`src/rtl/arbiter_pkg.sv`:
```
// Shared constants and helpers for the weighted round-robin arbiter.
package arbiter_pkg;

  localparam int DEFAULT_NUM_PORTS = 6;
  localparam int DEFAULT_WEIGHT_W  = 4;

  // Ceiling log2, floored at 1 so a select field is never zero bits wide.
  function automatic int clog2(input int value);
    int result;
    result = 0;
    for (int v = value - 1; v > 0; v = v >> 1) begin
      result++;
    end
    return (result < 1) ? 1 : result;
  endfunction

endpackage

```
`src/rtl/arbiter_wrr_rr_pick.sv`:
```
// Combinational rotating-priority picker: first requester at or after pointer,
// wrapping exactly modulo NUM_PORTS.
module rr_pick
  import arbiter_pkg::*;
#(
  parameter int NUM_PORTS = DEFAULT_NUM_PORTS,
  parameter int ID_W      = clog2(NUM_PORTS)
) (
  input  logic [NUM_PORTS-1:0] request,
  input  logic [ID_W-1:0]      pointer,
  output logic                 found,
  output logic [ID_W-1:0]      idx,
  output logic [NUM_PORTS-1:0] onehot
);

  // One extra bit holds pointer+offset (at most 2*NUM_PORTS-2) before the wrap.
  logic [ID_W:0]   cand_ext;
  logic [ID_W-1:0] cand;

  always_comb begin
    // NOTE: every variable gets a default before any branch, so no latch is inferred.
    found    = 1'b0;
    idx      = '0;
    onehot   = '0;
    cand_ext = '0;
    cand     = '0;
    // Walk offsets from farthest to nearest so the nearest requester is written last.
    for (int k = NUM_PORTS - 1; k >= 0; k--) begin
      cand_ext = {1'b0, pointer} + (ID_W+1)'(k);
      if (cand_ext >= (ID_W+1)'(NUM_PORTS)) begin
        cand_ext = cand_ext - (ID_W+1)'(NUM_PORTS);
      end
      cand = cand_ext[ID_W-1:0];
      if (request[cand]) begin
        found = 1'b1;
        idx   = cand;
      end
    end
    if (found) begin
      onehot[idx] = 1'b1;
    end
  end

endmodule

```
`src/rtl/arbiter_wrr.sv`:
```
// Weighted round-robin arbiter: an owner keeps the grant for its quantum of beats,
// or indefinitely while locked, then hands off to the next requester with no bubble.
module arbiter_wrr
  import arbiter_pkg::*;
#(
  parameter int NUM_PORTS = DEFAULT_NUM_PORTS,
  parameter int WEIGHT_W  = DEFAULT_WEIGHT_W,
  parameter int ID_W      = clog2(NUM_PORTS)
) (
  input  logic                          clk,
  input  logic                          rst,
  input  logic [NUM_PORTS-1:0]          request,
  input  logic [NUM_PORTS-1:0]          lock,
  input  logic [NUM_PORTS*WEIGHT_W-1:0] weight,
  output logic [NUM_PORTS-1:0]          grant,
  output logic [ID_W-1:0]               grant_id,
  output logic                          active
);

  logic [ID_W-1:0]      pointer_q, pointer_d;
  logic [ID_W-1:0]      owner_q, owner_d;
  logic [WEIGHT_W-1:0]  credit_q, credit_d;
  logic                 valid_q, valid_d;
  logic [NUM_PORTS-1:0] grant_q, grant_d;

  logic [WEIGHT_W-1:0]  weight_arr [NUM_PORTS];
  logic [ID_W-1:0]      next_ptr, pick_ptr, pick_idx;
  logic [NUM_PORTS-1:0] pick_onehot;
  logic                 pick_found, done;

  function automatic logic [WEIGHT_W-1:0] quantum(input logic [WEIGHT_W-1:0] w);
    return (w == '0) ? WEIGHT_W'(1) : w;
  endfunction

  always_comb begin
    for (int i = 0; i < NUM_PORTS; i++) begin
      weight_arr[i] = weight[i*WEIGHT_W +: WEIGHT_W];
    end
  end

  // The single picker serves idle arbitration and the look-ahead hand-off;
  // on hand-off it searches from the port after the retiring owner.
  assign next_ptr = (owner_q == ID_W'(NUM_PORTS - 1)) ? '0 : owner_q + ID_W'(1);
  assign pick_ptr = valid_q ? next_ptr : pointer_q;

  rr_pick #(
    .NUM_PORTS (NUM_PORTS),
    .ID_W      (ID_W)
  ) u_pick (
    .request (request),
    .pointer (pick_ptr),
    .found   (pick_found),
    .idx     (pick_idx),
    .onehot  (pick_onehot)
  );

  assign done = ~request[owner_q] | ((credit_q == WEIGHT_W'(1)) & ~lock[owner_q]);

  always_comb begin
    pointer_d = pointer_q;
    owner_d   = owner_q;
    credit_d  = credit_q;
    valid_d   = valid_q;
    grant_d   = grant_q;
    if (!valid_q) begin
      if (pick_found) begin
        owner_d  = pick_idx;
        credit_d = quantum(weight_arr[pick_idx]);
        valid_d  = 1'b1;
        grant_d  = pick_onehot;
      end
    end else if (!done) begin
      if (!lock[owner_q]) begin
        credit_d = credit_q - WEIGHT_W'(1);
      end
    end else begin
      pointer_d = next_ptr;
      if (pick_found) begin
        owner_d  = pick_idx;
        credit_d = quantum(weight_arr[pick_idx]);
        grant_d  = pick_onehot;
      end else begin
        credit_d = '0;
        valid_d  = 1'b0;
        grant_d  = '0;
      end
    end
  end

  // NOTE: state registers use non-blocking assignments so every flop samples pre-edge values.
  always_ff @(posedge clk) begin
    if (rst) begin
      pointer_q <= '0;
      owner_q   <= '0;
      credit_q  <= '0;
      valid_q   <= 1'b0;
      grant_q   <= '0;
    end else begin
      pointer_q <= pointer_d;
      owner_q   <= owner_d;
      credit_q  <= credit_d;
      valid_q   <= valid_d;
      grant_q   <= grant_d;
    end
  end

  assign grant    = grant_q;
  assign grant_id = owner_q;
  assign active   = valid_q;

endmodule
```
`config.mk`:
```
export PLATFORM = sky130hd
export DESIGN_NAME = arbiter_wrr
export DESIGN_NICKNAME = d
export VERILOG_FILES = /design/src/rtl/arbiter_pkg.sv /design/src/rtl/arbiter_wrr_rr_pick.sv /design/src/rtl/arbiter_wrr.sv
export SDC_FILE = /design/constraint.sdc
export NUM_CORES = 1
export LEC_CHECK = 0
export ABC_AREA = 1
export BUFFER_PORTS_ARGS = -buffer_cell sky130_fd_sc_hd__buf_2
export CAP_MARGIN = 20
export CORE_MARGIN = 3
export CORE_UTILIZATION = 40
export CTS_CLUSTER_SIZE = 14
export DETAILED_ROUTE_END_ITERATION = 16
export SLEW_MARGIN = 5
export SYNTH_ARGS = -nofsm -noshare
export SYNTH_HDL_FRONTEND = slang
export SYNTH_SLANG_ARGS = --single-unit
```
`constraint.sdc`:
```
create_clock -name clk -period 3.3 [get_ports clk]
set_input_delay 0.33 -clock clk [delete_from_list [all_inputs] [get_ports clk]]
set_output_delay 0.33 -clock clk [all_outputs]
set_load 0.02 [all_outputs]
```
Yosys cells after proc, flatten, opt, wreduce, memory -nomap -nowiden
Index checks and enable logic that the tools add are counted.
{ "totals": {"regBits": 17, "inputBits": 38, "latch_bits": 0, "wordCells": 106, "mem_count": 0, "rom_bits": 0, "mem_bits_rw": 0} }
{ "op_classes": {"reduce_logical": 6, "shift": 0, "mux": 57, "n_mul": 0, "eq_ne": 4, "bitwise": 5, "n_div": 0, "addsub": 13, "magnitude_cmp": 16} }
{ "ops": {"columns": ["operator", "n"], "rows": [
  ["two-way mux 3 bit", 17],
  ["less-than comparator 3 x 4 -> 1 bit, second input constant", 8],
  ["two-way mux 4 bit", 8],
  ["binary-select mux 1 bit (select 3 bit)", 8],
  ["two-way mux 6 bit", 4],
  [">= comparator 4 x 3 -> 1 bit, second input constant", 5],
  ["two-way mux 1 bit", 18],
  ["subtractor 3 bit, second input constant", 6],
  ["binary-select mux 4 bit (select 3 bit)", 1],
  ["adder 3 x 2 -> 4 bit, second input constant", 2],
  ["adder 3 x 3 -> 4 bit, second input constant", 2],
  ["AND reduction 2 bit", 3],
  ["adder 3 x 1 -> 4 bit, second input constant", 1],
  ["== test 4 x 1 -> 1 bit, second input constant", 1],
  [">= comparator 4 bit, second input constant", 1],
  ["logical NOT 4 bit", 1],
  ["NOT 3 -> 4 bit", 1],
  ["subtractor 4 x 1 -> 4 bit, second input constant", 1],
  ["adder 3 x 1 -> 3 bit, second input constant", 1],
  ["demux 1 bit (select 3 bit)", 1],
  ["== test 3 bit, second input constant", 1],
  [">= comparator 3 x 1 -> 1 bit, second input constant", 1],
  [">= comparator 3 bit, second input constant", 1],
  ["!= test 3 bit, second input constant", 1],
  ["other kinds (6)", 7]
]} }

Depth between registers and ports, before layout
{ "depth": {"ltp_word": 23, "mapped_depth": 32, "mapped_depth_nobuf": 30} }

Hierarchy
Synthesis repeated with hierarchy kept, for this count alone.
{ "hier_totals": {"cells_unflattened": 386, "area_unflattened_um2": 2268.4} }
{ "modules_own_cells": {"columns": ["module", "area_each_um2", "cells_per_inst", "instances"], "rows": [
  ["arbiter_wrr", 1296.2, 209, 1],
  ["rr_pick", 972.2, 177, 1]
]} }

Worst setup path before layout
OpenSTA, ideal clock, no wires.
{ "synth_timing": {"kind": "reg-to-reg", "startpoint": "reg valid_q, in the netlist active", "endpoint": "reg credit_q[0]", "required_time_ps": 3178, "arrival_ps": 2971, "setup_ps": 122, "path_stages_with_launch": 27, "setup_slack_ps": 208, "path_cell_list": "dfxtp_1 -> buf_6 -> inv_2 -> nand2_2 -> nand2_4 -> buf_6 -> ha_1 -> or2_2 -> nand3_1 -> nand2_1 -> nand2_1 -> nand2_1 -> nand4_1 -> nand2_2 -> nor2_1 -> nand2_1 -> nand2_2 -> nand2_4 -> nand2_4 -> buf_6 -> nand2_1 -> a21oi_1 -> nor2_1 -> nand3_1 -> nand2_1 -> nand2_1 -> a21oi_2"} }
{ "synth_via": {"elab_chain_cells": 21} }
{ "synth_rtl": {"columns": ["item", "line_no", "source"], "rows": [
  ["start: declaration", "arbiter_wrr.sv:23", "logic valid_q, valid_d;"],
  ["start signal: assignment", "arbiter_wrr.sv:102", "valid_q <= valid_d;"],
  ["two-way mux 3 bit", "arbiter_wrr.sv:44", "assign pick_ptr = valid_q ? next_ptr : pointer_q;"],
  ["adder 3 x 3 -> 4 bit", "arbiter_wrr_rr_pick.sv:29", "cand_ext = {1'b0, pointer} + (ID_W+1)'(k);"],
  [">= comparator 4 x 3 -> 1 bit or subtractor 3 bit (tied branches)", "arbiter_wrr_rr_pick.sv:30, arbiter_wrr_rr_pick.sv:31", null],
  ["two-way mux 3 bit", "arbiter_wrr_rr_pick.sv:30", "if (cand_ext >= (ID_W+1)'(NUM_PORTS)) begin"],
  ["binary-select mux 1 bit (select 3 bit)", "arbiter_wrr_rr_pick.sv:34", "if (request[cand]) begin"],
  ["two-way mux 1 bit (implied by the code)", "arbiter_wrr_rr_pick.sv:34", null],
  ["two-way mux 3 bit (6 in a row)", "arbiter_wrr_rr_pick.sv:34", null],
  ["NOT 3 -> 4 bit (implied by the code)", "arbiter_wrr.sv:68, arbiter_wrr.sv:80", null],
  ["binary-select mux 4 bit (select 3 bit)", "arbiter_wrr.sv:68, arbiter_wrr.sv:80", null],
  ["two-way mux 4 bit (implied by the code) (2 in a row)", "arbiter_wrr.sv:68, arbiter_wrr.sv:80", null],
  ["logical NOT 4 bit", "arbiter_wrr.sv:32", "return (w == '0) ? WEIGHT_W'(1) : w;"],
  ["two-way mux 4 bit", "arbiter_wrr.sv:32", null],
  ["two-way mux 4 bit", "arbiter_wrr.sv:78", "if (pick_found) begin"],
  ["two-way mux 4 bit", "arbiter_wrr.sv:72", "end else if (!done) begin"],
  ["two-way mux 4 bit", "arbiter_wrr.sv:65", "if (!valid_q) begin"],
  ["end signal: assignment", "arbiter_wrr.sv:101", "credit_q <= credit_d;"],
  ["end: declaration", "arbiter_wrr.sv:22", "logic [WEIGHT_W-1:0] credit_q, credit_d;"]
]} }
Parallel ways exist; a longest one is shown, timed or not. The select of a mux whose other input is x is not followed.
A chain may end at the register's enable or synchronous reset.

Worst setup path after layout
Ends and elaborated chain as after synthesis.

==> qor.yml <==
setup_path:
  worst-endpoint-required_ns: 3.49
  cp_num_buf_inv: 4
  startpoint_type: "register"
  cp_slowest_cell: "dfxtp_1"
  crit_top_cell: "nand2_1"
  critPathMaxStageDelay_ns: 0.31
  crit_path_max_fanout: 6
  cp_top_family: "simple AND/OR/NAND/NOR gates"
  end_kind: "register"
  path_class: "reg2reg"
  arrival_ns: 3.29
sta:
  relSlewSlack: 0.725
  hold_viol_final: 0
  period_share: 0.940
  tightest_slew_ns: 0.411
  setup_viol: 0
  fmax_mhz: 322
  clock_skew_ns: 0.00133
  slew_violations: 0
  min_period_ns: 3.10
clock_network:
  cts.sinks: 17
  insertion_delay_ns: 0.25
  path_clk_slew_ns: 0.06
  cts_tree: "yes"
  clock_path_buffers: 2
  cts_hold_buf: 0
  cts_root_buf: "clkbuf_8"
  cts_buffers: 3
  h-tree-depth: 1
die:
  io_pins: 48
  die-area_um2: 6160
  row_count: 25
  fp.coreArea_um2: 4910
  die_width_um: 78.5
  die_h_um: 78.5
  start_util: 0.428
routing:
  met1Wirelength_um: 3130
  drt-total-wl_um: 6590
  wl_met2_um: 3050
  vias_per_cell: 5.09
  drc_errors: 0
  avgRoutedWirePerCell_um: 12.9
  num_vias: 2591
  drt.antenna.violating_nets: 0
  first_pass_iters: 4
  wl_met3_um: 376
  drt_iter0_drc: 156
  top_layer: "met4"
logic_synthesis:
  synth_area_leaders: "nand2_1, dfxtp_1, nand3_1"
  synth-edff-count: 0
  ys_ff_latch: 17
  synth-async-reset-ratio: 0
  synth-seq-area-share: 0.162
  ys_top_cells_by_count: "nand2_1, nand3_1, inv_1, nor2_1, a21oi_1"
  syn_area_um2: 2100
  syn-num-nets: 409
  synth_top_area_frac: 0.186
  yosysWarnings: 0
  synthFlopType: "dfxtp_1"
  synth.most_common_cell: "nand2_1"
  yosys.area.top_type: "nand2_1"
  syn_avg_cell_area_um2: 5.83
  ys_types: 34
  netlist_instances: 361
run_status:
  status: "completed"
global_route:
  grt_overflow: 0
  antenna_found_initial: 0
  grt_pass1_wl_um: 10200
  grt_max_degree: 15
  first_global_vias: 2236
  grt_usage: 0.200
layout:
  design_area_um2: 3010
  fillCellCount: 499
  n_antenna_cell: 0
  areaGrowthSynthToFinish_pct: 43.2
  fin_nets: 491
  drive_gt1_frac: 0.403
placement:
  place.gp.congestion: 0.897
  post-dp-hpwl_um: 4950
  io_buffers: 47
  placed_area_um2: 2490
min_path:
  hp-class: "in2reg"
run:
  cap_violations: 0
==> logic make-up after synthesis <==
| family | count (synthesis) | share of synthesized area |
|---|---|---|
| flops | 17 | 0.162 |
| simple gates | 209 | 0.472 |
| buf+inv | 56 | 0.118 |
| compound gates | 66 | 0.176 |
| xor+xnor | 3 | 0.0125 |
| fa+ha+maj | 10 | 0.0595 |
==> worst register-to-register path, delay by kind of cell (launching register included) <==
kind | cells | cell delay, ns
simple gates | 21 | 1.94
fa+ha+maj | 1 | 0.17
buf+inv | 4 | 0.44
flops | 1 | 0.31
compound gates | 2 | 0.18
==> area by class of cell <==
cell class,count,area [um^2],share of cell area
Tap cell,67,83.8,0.0278
Inverter,47,191,0.0636
Timing Repair Buffer,84,529,0.176
Clock buffer,4,45.0,0.0150
Multi-Input combinational cell,290,1810,0.602
Sequential cell,17,349,0.116
==> final timing paths <==
| path | startpoint | to | slack [ns] | depth (start not counted) |
|---|---|---|---|---|
| max reg2reg | active | credit_q[0] | 0.20 | 28 |
| min | rst | grant[3] | 0.39 | 2 |
| min reg2reg | grant[3] | grant[3] | 0.47 | 2 |
| max | active | credit_q[0] | 0.20 | 28 |
==> state kept, by name, summed over array words and instances, names as in the netlist <==
signal / flops
active: 1
credit_q: 4
grant: 6
grant_id: 3
pointer_q: 3
==> through the flow <==
step / setup TNS, ns / hold WS (ns) / std cells / setup slack (ns) / util
2_1_floorplan: 0 / 0.447 / 361 / 0.208 / -
3_3_place_gp: 0 / 0.451 / 484 / 0.0944 / 0.506
3_5_place_dp: 0 / 0.456 / 484 / 0.0142 / 0.506
4_1_cts: 0 / 0.371 / 488 / 0.0247 / 0.516
5_1_grt: -0.0664 / 0.393 / 509 / -0.0504 / 0.613
6_report: 0 / 0.385 / 509 / 0.197 / 0.613
==> cells in the final DEF (no fill, tap or decap), drive strengths merged, types with 2 or more instances in the layout <==
cell	instances
a211oi	3
a21oi	24
a22oi	3
a31oi	2
buf	84
clkbuf	4
dfxtp	17
ha	10
inv	46
nand2	121
nand3	49
nand3b	3
nand4	3
nor2	29
nor3	2
o21ai	31
or2	4
xor2	3
==> routing by layer <==
layer,vias to the layer above,GRT usage
met5,-,0
met4,0,0.0280
met3,2,0.0241
met2,94,0.309
met1,1154,0.300
li1,1341,-
==> what timing repair did <==
action	4_1_cts	5_1_grt
setup endpoints to repair	1	13
pin swaps	0	27
gates resized for setup	1	77
cloned	0	2
setup buffers	0	20
Power is not shown: default switching activity piles up to over one toggle a cycle in this logic, so the estimate is an artifact.
